`src/rtl/pipe_hazard_ctrl.sv`:
```
// Pipeline hazard controller: load-use / RAW stalls, taken-branch flush sequencing,
// memory-busy holds, and saturating stall/flush event counters.
module pipe_hazard_ctrl #(
    parameter int FORWARD_EN      = 1,
    parameter int BR_FLUSH_CYCLES = 2
) (
    input  logic        clk,
    input  logic        rst,
    input  logic [3:0]  id_src1,
    input  logic [3:0]  id_src2,
    input  logic        id_two_src,
    input  logic [3:0]  exe_dest,
    input  logic        exe_wb_en,
    input  logic        exe_mem_read,
    input  logic [3:0]  mem_dest,
    input  logic        mem_wb_en,
    input  logic        br_taken,
    input  logic        mem_busy,
    output logic        pc_freeze,
    output logic        if_id_freeze,
    output logic        if_id_flush,
    output logic        id_exe_freeze,
    output logic        id_exe_flush,
    output logic [15:0] stall_cnt,
    output logic [15:0] flush_cnt
);

    typedef enum logic [1:0] {RUN, BR_FLUSH, MEM_HOLD} state_t;

    // Cycles left in BR_FLUSH after the detection cycle, counted down to zero.
    localparam logic [1:0] FCNT_INIT = (BR_FLUSH_CYCLES > 1) ? 2'(BR_FLUSH_CYCLES - 2) : 2'd0;

    state_t      state_q, state_d;
    logic [1:0]  fcnt_q, fcnt_d;
    logic        br_pend_q, br_pend_d;
    logic [15:0] stall_cnt_q, stall_cnt_d;
    logic [15:0] flush_cnt_q, flush_cnt_d;

    logic        hazard;
    logic        pc_frz_c, ifid_frz_c, ifid_fl_c, idexe_frz_c, idexe_fl_c;
    logic        flush_svc;

    function automatic logic src_hit(input logic [3:0] d, input logic en,
                                     input logic [3:0] s1, input logic [3:0] s2,
                                     input logic two);
        return en && ((d == s1) || (two && (d == s2)));
    endfunction

    always_comb begin
        if (FORWARD_EN != 0)
            hazard = src_hit(exe_dest, exe_wb_en && exe_mem_read, id_src1, id_src2, id_two_src);
        else
            hazard = src_hit(exe_dest, exe_wb_en, id_src1, id_src2, id_two_src)
                   || src_hit(mem_dest, mem_wb_en, id_src1, id_src2, id_two_src);
    end

    always_comb begin
        state_d     = state_q;
        fcnt_d      = fcnt_q;
        br_pend_d   = br_pend_q;
        pc_frz_c    = 1'b0;
        ifid_frz_c  = 1'b0;
        ifid_fl_c   = 1'b0;
        idexe_frz_c = 1'b0;
        idexe_fl_c  = 1'b0;
        flush_svc   = 1'b0;
        case (state_q)
            BR_FLUSH: begin
                // A new br_taken here comes from the wrong path and is dropped.
                if (mem_busy) begin
                    pc_frz_c    = 1'b1;
                    ifid_frz_c  = 1'b1;
                    idexe_frz_c = 1'b1;
                end else begin
                    ifid_fl_c  = 1'b1;
                    idexe_fl_c = 1'b1;
                    if (fcnt_q == 2'd0) state_d = RUN;
                    else                fcnt_d  = fcnt_q - 2'd1;
                end
            end
            default: begin
                // RUN, and MEM_HOLD once memory is ready, share the same rules.
                if (mem_busy) begin
                    pc_frz_c    = 1'b1;
                    ifid_frz_c  = 1'b1;
                    idexe_frz_c = 1'b1;
                    state_d     = MEM_HOLD;
                    if (br_taken) br_pend_d = 1'b1;
                end else if (br_taken || br_pend_q) begin
                    ifid_fl_c  = 1'b1;
                    idexe_fl_c = 1'b1;
                    br_pend_d  = 1'b0;
                    flush_svc  = 1'b1;
                    if (BR_FLUSH_CYCLES > 1) begin
                        state_d = BR_FLUSH;
                        fcnt_d  = FCNT_INIT;
                    end else begin
                        state_d = RUN;
                    end
                end else if (hazard) begin
                    pc_frz_c   = 1'b1;
                    ifid_frz_c = 1'b1;
                    idexe_fl_c = 1'b1;
                    state_d    = RUN;
                end else begin
                    state_d = RUN;
                end
            end
        endcase
    end

    assign pc_freeze     = pc_frz_c    && !rst;
    assign if_id_freeze  = ifid_frz_c  && !rst;
    assign if_id_flush   = ifid_fl_c   && !rst;
    assign id_exe_freeze = idexe_frz_c && !rst;
    assign id_exe_flush  = idexe_fl_c  && !rst;

    always_comb begin
        stall_cnt_d = stall_cnt_q;
        flush_cnt_d = flush_cnt_q;
        if (pc_freeze && (stall_cnt_q != 16'hFFFF)) stall_cnt_d = stall_cnt_q + 16'd1;
        if (flush_svc && (flush_cnt_q != 16'hFFFF)) flush_cnt_d = flush_cnt_q + 16'd1;
    end

    always_ff @(posedge clk) begin
        if (rst) begin
            state_q     <= RUN;
            fcnt_q      <= 2'd0;
            br_pend_q   <= 1'b0;
            stall_cnt_q <= 16'd0;
            flush_cnt_q <= 16'd0;
        end else begin
            state_q     <= state_d;
            fcnt_q      <= fcnt_d;
            br_pend_q   <= br_pend_d;
            stall_cnt_q <= stall_cnt_d;
            flush_cnt_q <= flush_cnt_d;
        end
    end

    assign stall_cnt = stall_cnt_q;
    assign flush_cnt = flush_cnt_q;

endmodule

```
`config.mk`:
```
export PLATFORM = sky130hd
export DESIGN_NAME = pipe_hazard_ctrl
export DESIGN_NICKNAME = d
export VERILOG_FILES = /design/src/rtl/pipe_hazard_ctrl.sv
export SDC_FILE = /design/constraint.sdc
export NUM_CORES = 1
export LEC_CHECK = 0
export CAP_MARGIN = 40
export CELL_PAD_IN_SITES_DETAIL_PLACEMENT = 0
export CELL_PAD_IN_SITES_GLOBAL_PLACEMENT = 1
export CORE_UTILIZATION = 33
export DETAILED_ROUTE_END_ITERATION = 8
export HOLD_SLACK_MARGIN = 0.15
export PLACE_DENSITY = 0.83
export SYNTH_ARGS = -nofsm -noshare
export SYNTH_HDL_FRONTEND = slang
export SYNTH_SLANG_ARGS = --single-unit
```
`constraint.sdc`:
```
create_clock -name clk -period 3 [get_ports clk]
set_input_delay 0.6 -clock clk [delete_from_list [all_inputs] [get_ports clk]]
set_output_delay 0.6 -clock clk [all_outputs]
set_load 0.005 [all_outputs]
```
==> Word-level counts from Yosys, hierarchy flattened <==
Cells that the tools add are included.
{ "word_totals": {"regBits": 37, "latch_bits": 0, "ramBits": 0, "romBits": 0, "input_bits": 24, "output_inout_bits": 37, "elab_cells": 63, "n_memories": 0} }
{ "classes": {"n_addsub": 3, "n_mul": 0, "n_div": 0, "order_cmp": 0, "n_eq_ne": 9, "shifts": 0, "n_mux": 26, "n_bitwise": 2, "n_reduce_logical": 18} }
{ "ops": {"columns": ["cell", "count"], "rows": [
  ["adder 16 x 1 -> 16 bit, second input constant", 2],
  ["inequality test 16 bit, second input constant", 2],
  ["two-way mux 2 bit", 9],
  ["two-way mux 1 bit", 17],
  ["logical AND 1 bit", 9],
  ["== test 4 bit", 2],
  ["inequality test 2 bit, second input constant", 4],
  ["AND reduction 3 bit", 2],
  ["nonzero test 2 bit", 2],
  ["== test 2 x 1 -> 1 bit, second input constant", 1],
  ["logical NOT 2 bit", 1],
  ["logical OR 1 bit", 2],
  ["inverter 1 bit", 2],
  ["AND reduction 2 bit", 1],
  ["subtractor 2 x 1 -> 2 bit, second input constant", 1],
  ["logical NOT 1 bit", 1]
]} }

==> Longest topological paths before layout <==
Gate-level depths: netlist of the first run.
{ "depth": {"ltp_word": 10, "depth_mapped": 9, "ltp_nobuf": 7} }

==> Worst setup path before layout of the first run <==
Ideal clock, no wire load.
{ "synth_timing": {"kind": "input -> register", "startpoint": "input port br_taken", "endpoint": "register stall_cnt_q[15] (netlist: stall_cnt[15])", "setup_time_ns": 0.070, "arrival_time_ns": 2.406, "required_time_ns": 2.930, "path_slack_ns": 0.524, "cell_stages": 7, "path_buffers": 1, "path_cell_list": "or2_1 > or4_4 > nand3b_4 > a21bo_1 > buf_6 > or4_1 > a21oi_1"} }
{ "synth_via": {"elab_chain_len": 6} }
{ "synth_lines": {"columns": ["item", "line_no", "source"], "rows": [
  ["from (decl)", "17", "input logic br_taken,"],
  ["logical OR 1 bit", "89", "end else if (br_taken || br_pend_q) begin"],
  ["two-way mux 1 bit", "89", null],
  ["two-way mux 1 bit", "83", "if (mem_busy) begin"],
  ["two-way mux 1 bit", "67", "case (state_q)"],
  ["logical AND 1 bit", "112", "assign pc_freeze = pc_frz_c && !rst;"],
  ["logical AND 1 bit", "121", "if (pc_freeze && (stall_cnt_q != 16'hFFFF)) stall_cnt_d = stall_cnt_q + 16'd1;"],
  ["to (signal assigned)", "136", "stall_cnt_q <= stall_cnt_d;"],
  ["to (decl)", "36", "logic [15:0] stall_cnt_q, stall_cnt_d;"]
]} }
Every way passes these cells.
A chain may end at the register's enable or synchronous reset.

==> Worst setup path after layout of the first run <==
{ "layout_timing": {"startpoint": "input port br_taken", "endpoint": "output port if_id_freeze"} }
{ "layout_via": {"elab_chain_len": 5} }
{ "layout_lines": {"columns": ["item", "line_no", "source"], "rows": [
  ["logical OR 1 bit", "89", null],
  ["two-way mux 1 bit", "89", null],
  ["two-way mux 1 bit", "83", null],
  ["two-way mux 1 bit", "67", null],
  ["logical AND 1 bit", "113", "assign if_id_freeze = ifid_frz_c && !rst;"],
  ["to (decl)", "20", "output logic if_id_freeze,"]
]} }
Every way passes these cells.

==> metrics.md, run 1 <==
| Metric | Value |
|---|---|
| Status | complete, no violations |
| DRT iter0 DRCs | 73 |
| Min Tclk post-route | roughly 2.9 ns |
| Placer Congestion | 0.753 |
| Worst setup margin | 0.119 ns |
| Ys flop type | dfxtp_1 |
| Largest family of logic cells by synthesized area | simple AND/OR/NAND/NOR gates |
| PD cells | between 300 and 400 nW/um^2 |
| PortBufs | 55 |
| Worst slew pin tran | around 0.46 ns |
| Largest net degree at the start of global routing | 40 |
| Number of synthesized flops with an enable pin | 0 |
| CTS tree | yes |
| P_int | 0.772 mW |
| Worst Hold Class | flop to flop |
| Most frequent cells in the layout | clkdlybuf4s50_1, dfxtp_1, nor2_1 |
| Avg Cell Area, Syn | slightly above 8 um^2 |
| Post-Synth XOR/XNOR Area | 0.0824 |
| Arrival time worst endpoint | 2.28 ns |
| Synth warn | 0 |
| 1st-pass router iterations | 6 |
| Max-slew violations | 0 |
| Yosys reg bits | 37 |
| Starting Density | 0.345 |
| Post-Synthesis Cell Area | roughly 1900 um^2 |
| CP Max Fanout | 3 |
| Mapped Nets | about 260 |
| Critical Path End Type | output port |
| Area added between synthesis and finish | 43.5% |
| Total vias in the final route | 1,934 |
| Leakage Power | 1.00 nW |
| Data required, critical path | 2.40 ns |
| Placed cell area | 2640 um^2 |
| Clock power frac | 0.384 |
| CP startpoint kind | input pin |
| # DRC | 0 |
| First-pass GRT wire length | 8030 um |
| Multiplexer share of the synthesized area | 0.00523 |
| VDD IR-drop max | 0.000226 V |
| Worst hold stages | 2 |
| I/O Pins | 61 |
| Post-synthesis adder-cell area fraction | 0.0196 |
| Die Area | 6110 um^2 |
| Core outline area | about 5500 um^2 |
| Relative max-transition margin | 0.693 |
| Avg WL per Cell | 12.1 um |
| Max-cap violation count | 0 |
| Final Hold Fails | 0 |
| Setup Skew | 0.00675 ns |
| Critical setup path kind | input pin to output port |
| Final wirelength | 4600 um |
| P_sw | 0.237 mW |
| Bufs on Longest Clock Path | 2 |
| # setup viols final | 0 |
| Clock latency on the worst-skew pair | 0.29 ns |
| DIE WIDTH | 78.1 um |
| # hold bufs at CTS | 0 |
| Root Buffer | clkbuf_8 |
| Rows | 27 |
| H-tree depth | 2 |
| GRT overflow | 0 |
| Fmax | between 300 and 400 MHz |
| Share of layout cells above drive strength 1 | 0.0974 |
| Total GRT Usage | 0.164 |
| Fin util | 0.495 |
| DPL Wire Length | approximately 3200 um |
| Fin area | 2750 um^2 |
| Setup Buffers After CTS | 0 |
| RSZ-0062 raised after global routing | false |
| Simple-gate share of the synthesized area | 0.312 |
| Seq pwr share | 0.500 |
| Antenna cells | 0 |
| Cells after Synth | 237 |
| Final Cycle Share | 0.960 |
| DR vias/cell | just over 5 |
| Clock edge transition at the registers on the reported setup and hold paths | approximately 0.07 ns |
| Synth unique cells | 38 |
| Seq/Total Area, Yosys | 0.387 |
| DRT antenna net count | 0 |
| CTS sink count | 37 |
| Setup_tns | 0 ns |
| Initial antenna violation count | 0 |
| Gate power share | 0.117 |
| Ys async rst share | 0 |
| Commonest non-fill, non-tap cell in the layout | clkdlybuf4s50_1 |
| Num CTS Buffers | 5 |
| # nets final | 334 |
| Worst slack, placed | -0.281 ns |
| Die height | between 70 and 80 um |
| Complex-gate fraction of the synthesized area | 0.150 |
| Vias in the first global route | between 1.5k and 2k |
| Sw Ratio | 0.235 |
| Worst R2R Path Depth | 8 |
==> metrics by stage <==
step	hold WS, ns	std cells	total power [mW]
floorplan	0.451	237	0.567
global placement	0.481	372	0.634
CTS	0.501	380	1.02
global route	0.538	380	1.06
finish	0.500	380	1.01
detailed placement	0.489	372	0.635
==> final timing paths <==
check | startpoint | endpoint | slack [ns]
max | br_taken | if_id_freeze | 0.12
min | state_q[1]$_SDFFE_PP0P_ | state_q[1]$_SDFFE_PP0P_ | 0.50
max reg2reg | br_pend_q$_SDFFE_PP0P_ | stall_cnt[10]$_SDFFE_PP0P_ | 0.59
min reg2reg | state_q[1]$_SDFFE_PP0P_ | state_q[1]$_SDFFE_PP0P_ | 0.50
==> layout make-up <==
type	instances	area (um^2)
flip-flops and latches	37	741
clock buffers	7	96.3
well taps	72	90.1
clock inverters	1	5.00
repair buffers	73	683
multi-input cells	181	1100
inverters	9	33.8
fillers	565	2800
==> logic make-up (layout without fill, tap and decap cells) <==
logic type | after synthesis | count (layout)
AO/OA/AOI/OAI | 48 | 48
XOR/XNOR | 18 | 18
adder cells (fa/ha/maj) | 3 | 3
buffers and inverters | 19 | 90
flip-flops | 37 | 37
multiplexers | 1 | 1
AND/OR/NAND/NOR | 111 | 111
==> registers in the layout, summed over array words and instances (netlist names) <==
name	count
fcnt_q	2
flush_cnt	16
state_q	2
stall_cnt	16
br_pend_q	1
==> critical path: stages <==
cell and delay (ns):
clkdlybuf4s50_1 0.41, or2_1 0.23, or4_4 0.48, o21a_1 0.22
nand2_2 0.09, dlygate4sd2_1 0.24
==> per-layer routing <==
layer  up-vias  track usage  share of wire
met5         -            0              0
met4         0       0.0519          0.011
met3         6       0.0605          0.060
met2        45        0.270           0.47
met1       889        0.197           0.46
li1        994            -              -
==> power by group through the flow <==
stage	sequential (mW)	clock, mW	combinational [mW]
final	0.504	0.387	0.118
after global routing	0.505	0.421	0.129
after CTS	0.504	0.399	0.120
after detailed placement	0.516	0	0.119
after global placement	0.516	0	0.118
after floorplan	0.515	0	0.0521
==> synthesized netlist by cell type (all sizes together) (2+ instances only) <==
library cell / n / share of area
a211oi: 4 / 0.016
a21oi: 24 / 0.063
a31oi: 2 / 0.0065
and3: 7 / 0.023
and4: 2 / 0.0092
buf: 4 / 0.014
clkbuf: 6 / 0.012
dfxtp: 37 / 0.39
ha: 3 / 0.020
inv: 9 / 0.018
nand2: 14 / 0.027
nand2b: 4 / 0.013
nand3: 15 / 0.039
nand4: 10 / 0.033
nor2: 26 / 0.051
nor2b: 3 / 0.0098
nor3: 10 / 0.026
nor4: 2 / 0.0065
o21ai: 8 / 0.021
o31ai: 5 / 0.020
or3: 8 / 0.026
or4: 6 / 0.026
xnor2: 8 / 0.037
xor2: 10 / 0.046
==> what timing repair did <==
| item | CTS | global route |
|---|---|---|
| pin swaps | 0 | 1 |
| endpoints found under the hold margin | 0 | 0 |
| endpoints found under the setup margin | 3 | 1 |
| resized for setup | 5 | 1 |
No activity file was read; power rests on OpenSTA's default activity.
==> run 2, diff against run 1 <==
--- a/config.mk
+++ b/config.mk
@@ -14,2 +14,3 @@
 export PLACE_DENSITY = 0.83
+export SKIP_CTS_REPAIR_TIMING = 1
 export SYNTH_ARGS = -nofsm -noshare
==> constraint.sdc (replaced) <==
create_clock -name clk -period 3 [get_ports clk]
set_input_delay 0.45 -clock clk [delete_from_list [all_inputs] [get_ports clk]]
set_output_delay 0.45 -clock clk [all_outputs]
set_load 0.005 [all_outputs]
==> run 2 against run 1 <==
  * Register-to-register slack better by 0.11 ns
  * Hold slack better by 0.0079 ns
  * Clock skew is 0.00067 ns higher
  * Non-clock buffer count is 11 lower
==> metrics.md, run 2 (same netlist as run 1, synthesis figures left out) <==
| Metric | Value |
|---|---|
| # nets final | 323 (-3.3%) |
| PD cells | 395 nW/um^2 (+7.4%) |
| P_sw | 0.231 mW (-2.5%) |
| Setup_tns | 0 ns (unchanged) |
| Clock latency on the worst-skew pair | 0.29 ns (about the same) |
| I/O Pins | 61 (unchanged) |
| Clock power frac | 0.419 (+0.035) |
| Sw Ratio | 0.218 (-0.0171) |
| H-tree depth | 2 (unchanged) |
| Largest net degree at the start of global routing | 40 (unchanged) |
| Clock edge transition at the registers on the reported setup and hold paths | 0.07 ns (about the same) |
| Fmax | 347 MHz (about the same) |
| Area added between synthesis and finish | 40.4% |
| Die Area | 6110 um^2 (unchanged) |
| # DRC | 0 (unchanged) |
| Buf+Inv Stages, Crit Path | 2 (unchanged) |
| Critical Path End Type | output port |
| First-pass GRT wire length | 7710 um (-4.0%) |
| Leakage Power | 0.959 nW (-4.3%) |
| Fill cells | 580 (+2.7%) |
| Most frequent cells in the layout | clkdlybuf4s50_1, dfxtp_1, nor2_1 |
| CP Max Fanout | 3 (unchanged) |
| Arrival time worst endpoint | 2.43 ns (+0.15 ns) |
| VDD IR-drop max | 0.000195 V (-14%) |
| DPL Wire Length | 3180 um (-2.2%) |
| Num CTS Buffers | 5 (unchanged) |
| Setup Skew | 0.00742 ns (+0.000671 ns) |
| CP startpoint kind | input pin |
| Share of layout cells above drive strength 1 | 0.0640 (-0.0334) |
| CP max-delay cell | clkdlybuf4s50_1 |
| Antenna cells | 0 (unchanged) |
| Final wirelength | 4500 um (-2.3%) |
| Worst slew pin tran | 0.596 ns (+0.140 ns) |
| CP max stage delay | 0.50 ns (+0.02 ns) |
| Starting Density | 0.345 (unchanged) |
| Final Cycle Share | 0.961 (about the same) |
| Min Tclk post-route | 2.88 ns (+0.00177 ns) |
| Seq pwr share | 0.476 (-0.024) |
| Die height | 78.1 um (unchanged) |
| FF/Latch Area | 741 um^2 (unchanged) |
| Bufs on Longest Clock Path | 2 (unchanged) |
| Avg WL per Cell | 12.2 um (+0.65%) |
| P_int | 0.829 mW (+7.4%) |
| CP dominant cell by count | clkdlybuf4s50_1 |
| CTS tree | yes |
| Root Buffer | clkbuf_8 |
| PortBufs | 55 (unchanged) |
| Data required, critical path | 2.55 ns (+0.15 ns) |
| Rows | 27 (unchanged) |
| Final Hold Fails | 0 (unchanged) |
| Status | complete, no violations |
| Worst-path cell chain | clkdlybuf4s50_1, or2_1, or4_4, o21a_1, nand2_2, clkdlybuf4s50_1 |
| Core outline area | 5540 um^2 (unchanged) |
| Commonest non-fill, non-tap cell in the layout | clkdlybuf4s50_1 |
| DR vias/cell | 5.14 (+1.1%) |
| Multi-input logic area | 1100 um^2 (+0.34%) |
| Placer Congestion | 0.746 (-0.86%) |
| Critical setup path kind | input pin to output port |
| Gate power share | 0.105 (-0.012) |
| DRT antenna net count | 0 (unchanged) |
| Fin util | 0.485 (-0.0106) |
| RSZ-0062 raised after global routing | true |
| CTS sink count | 37 (unchanged) |
| DRT iter0 DRCs | 68 (-6.8%) |
| DIE WIDTH | 78.1 um (unchanged) |
| Max-slew violations | 0 (unchanged) |
| Initial antenna violation count | 0 (unchanged) |
| Vias in the first global route | 1,741 (-5.2%) |
| Total GRT Usage | 0.156 (-0.00814) |
| CP top delay family | buffers and inverters |
| Max-cap violation count | 0 (unchanged) |
| Relative max-transition margin | 0.600 (-0.0937) |
| GRT overflow | 0 (unchanged) |
| 1st-pass router iterations | 6 (unchanged) |
| # setup viols final | 0 (unchanged) |
| Worst Hold Class | flop to flop |
| Total vias in the final route | 1,898 (-1.9%) |
[run 2: changes by cell type in the layout (fill, tap and decap cells not counted), sizes merged]
cell,delta
clkdlybuf4s15,-1
bufinv,+1
clkdlybuf4s50,+2
clkinv,-1
dlymetal6s2s,+1
buf,-11
dlygate4sd2,-2
[run 2: layer usage]
layer | vias up | part of all wire | global-route usage
met3 | 5 | 0.061 | 0.0523
met4 | 0 | 0.0076 | 0.0407
met5 | - | 0 | 0
met2 | 49 | 0.45 | 0.254
li1 | 975 | - | -
met1 | 869 | 0.48 | 0.196
[run 2: power groups by stage]
stage	clock network (mW)	registers, mW	logic (mW)
CTS	0.458	0.504	0.111
global route	0.478	0.505	0.123
finish	0.445	0.504	0.111
detailed placement	0	0.516	0.111
floorplan	0	0.515	0.0521
global placement	0	0.516	0.109
[run 2: layout make-up]
cell class	instances	area share
Clock buffer	7	0.0321
Clock inverter	1	0.0112
Inverter	9	0.0126
Multi-Input combinational cell	181	0.409
Sequential cell	37	0.276
Tap cell	72	0.0335
Timing Repair Buffer	62	0.225
[run 2: worst min-delay path, stage by stage (launching register included)]
cell and delay (ns):
dfxtp_1 0.33, nor2b_1 0.07, nor2_1 0.08
[run 2: path summary, 6_finish.rpt]
path                                 from                   endpoint  slack [ns]  cells past startpoint
hold / removal    state_q[1]$_SDFFE_PP0P_    state_q[1]$_SDFFE_PP0P_        0.51                      2
setup / recovery                 br_taken                  pc_freeze        0.12                      6
setup reg to reg   br_pend_q$_SDFFE_PP0P_  stall_cnt[3]$_SDFFE_PP0P_        0.70                      7
hold reg to reg   state_q[1]$_SDFFE_PP0P_    state_q[1]$_SDFFE_PP0P_        0.51                      2
[run 2: metrics by stage]
stage                     instance area [um^2]  total power [mW]  hold WS [ns]  std cells  setup WS (ns)
final                                     2690              1.06         0.508        369          0.117
after global routing                      2690              1.11         0.528        369        -0.0568
after CTS                                 2670              1.07         0.505        369        -0.0101
after detailed placement                  2560             0.626         0.493        361        0.00302
after global placement                    2560             0.625         0.481        361         0.0302
after floorplan                           1910             0.567         0.451        237          0.674
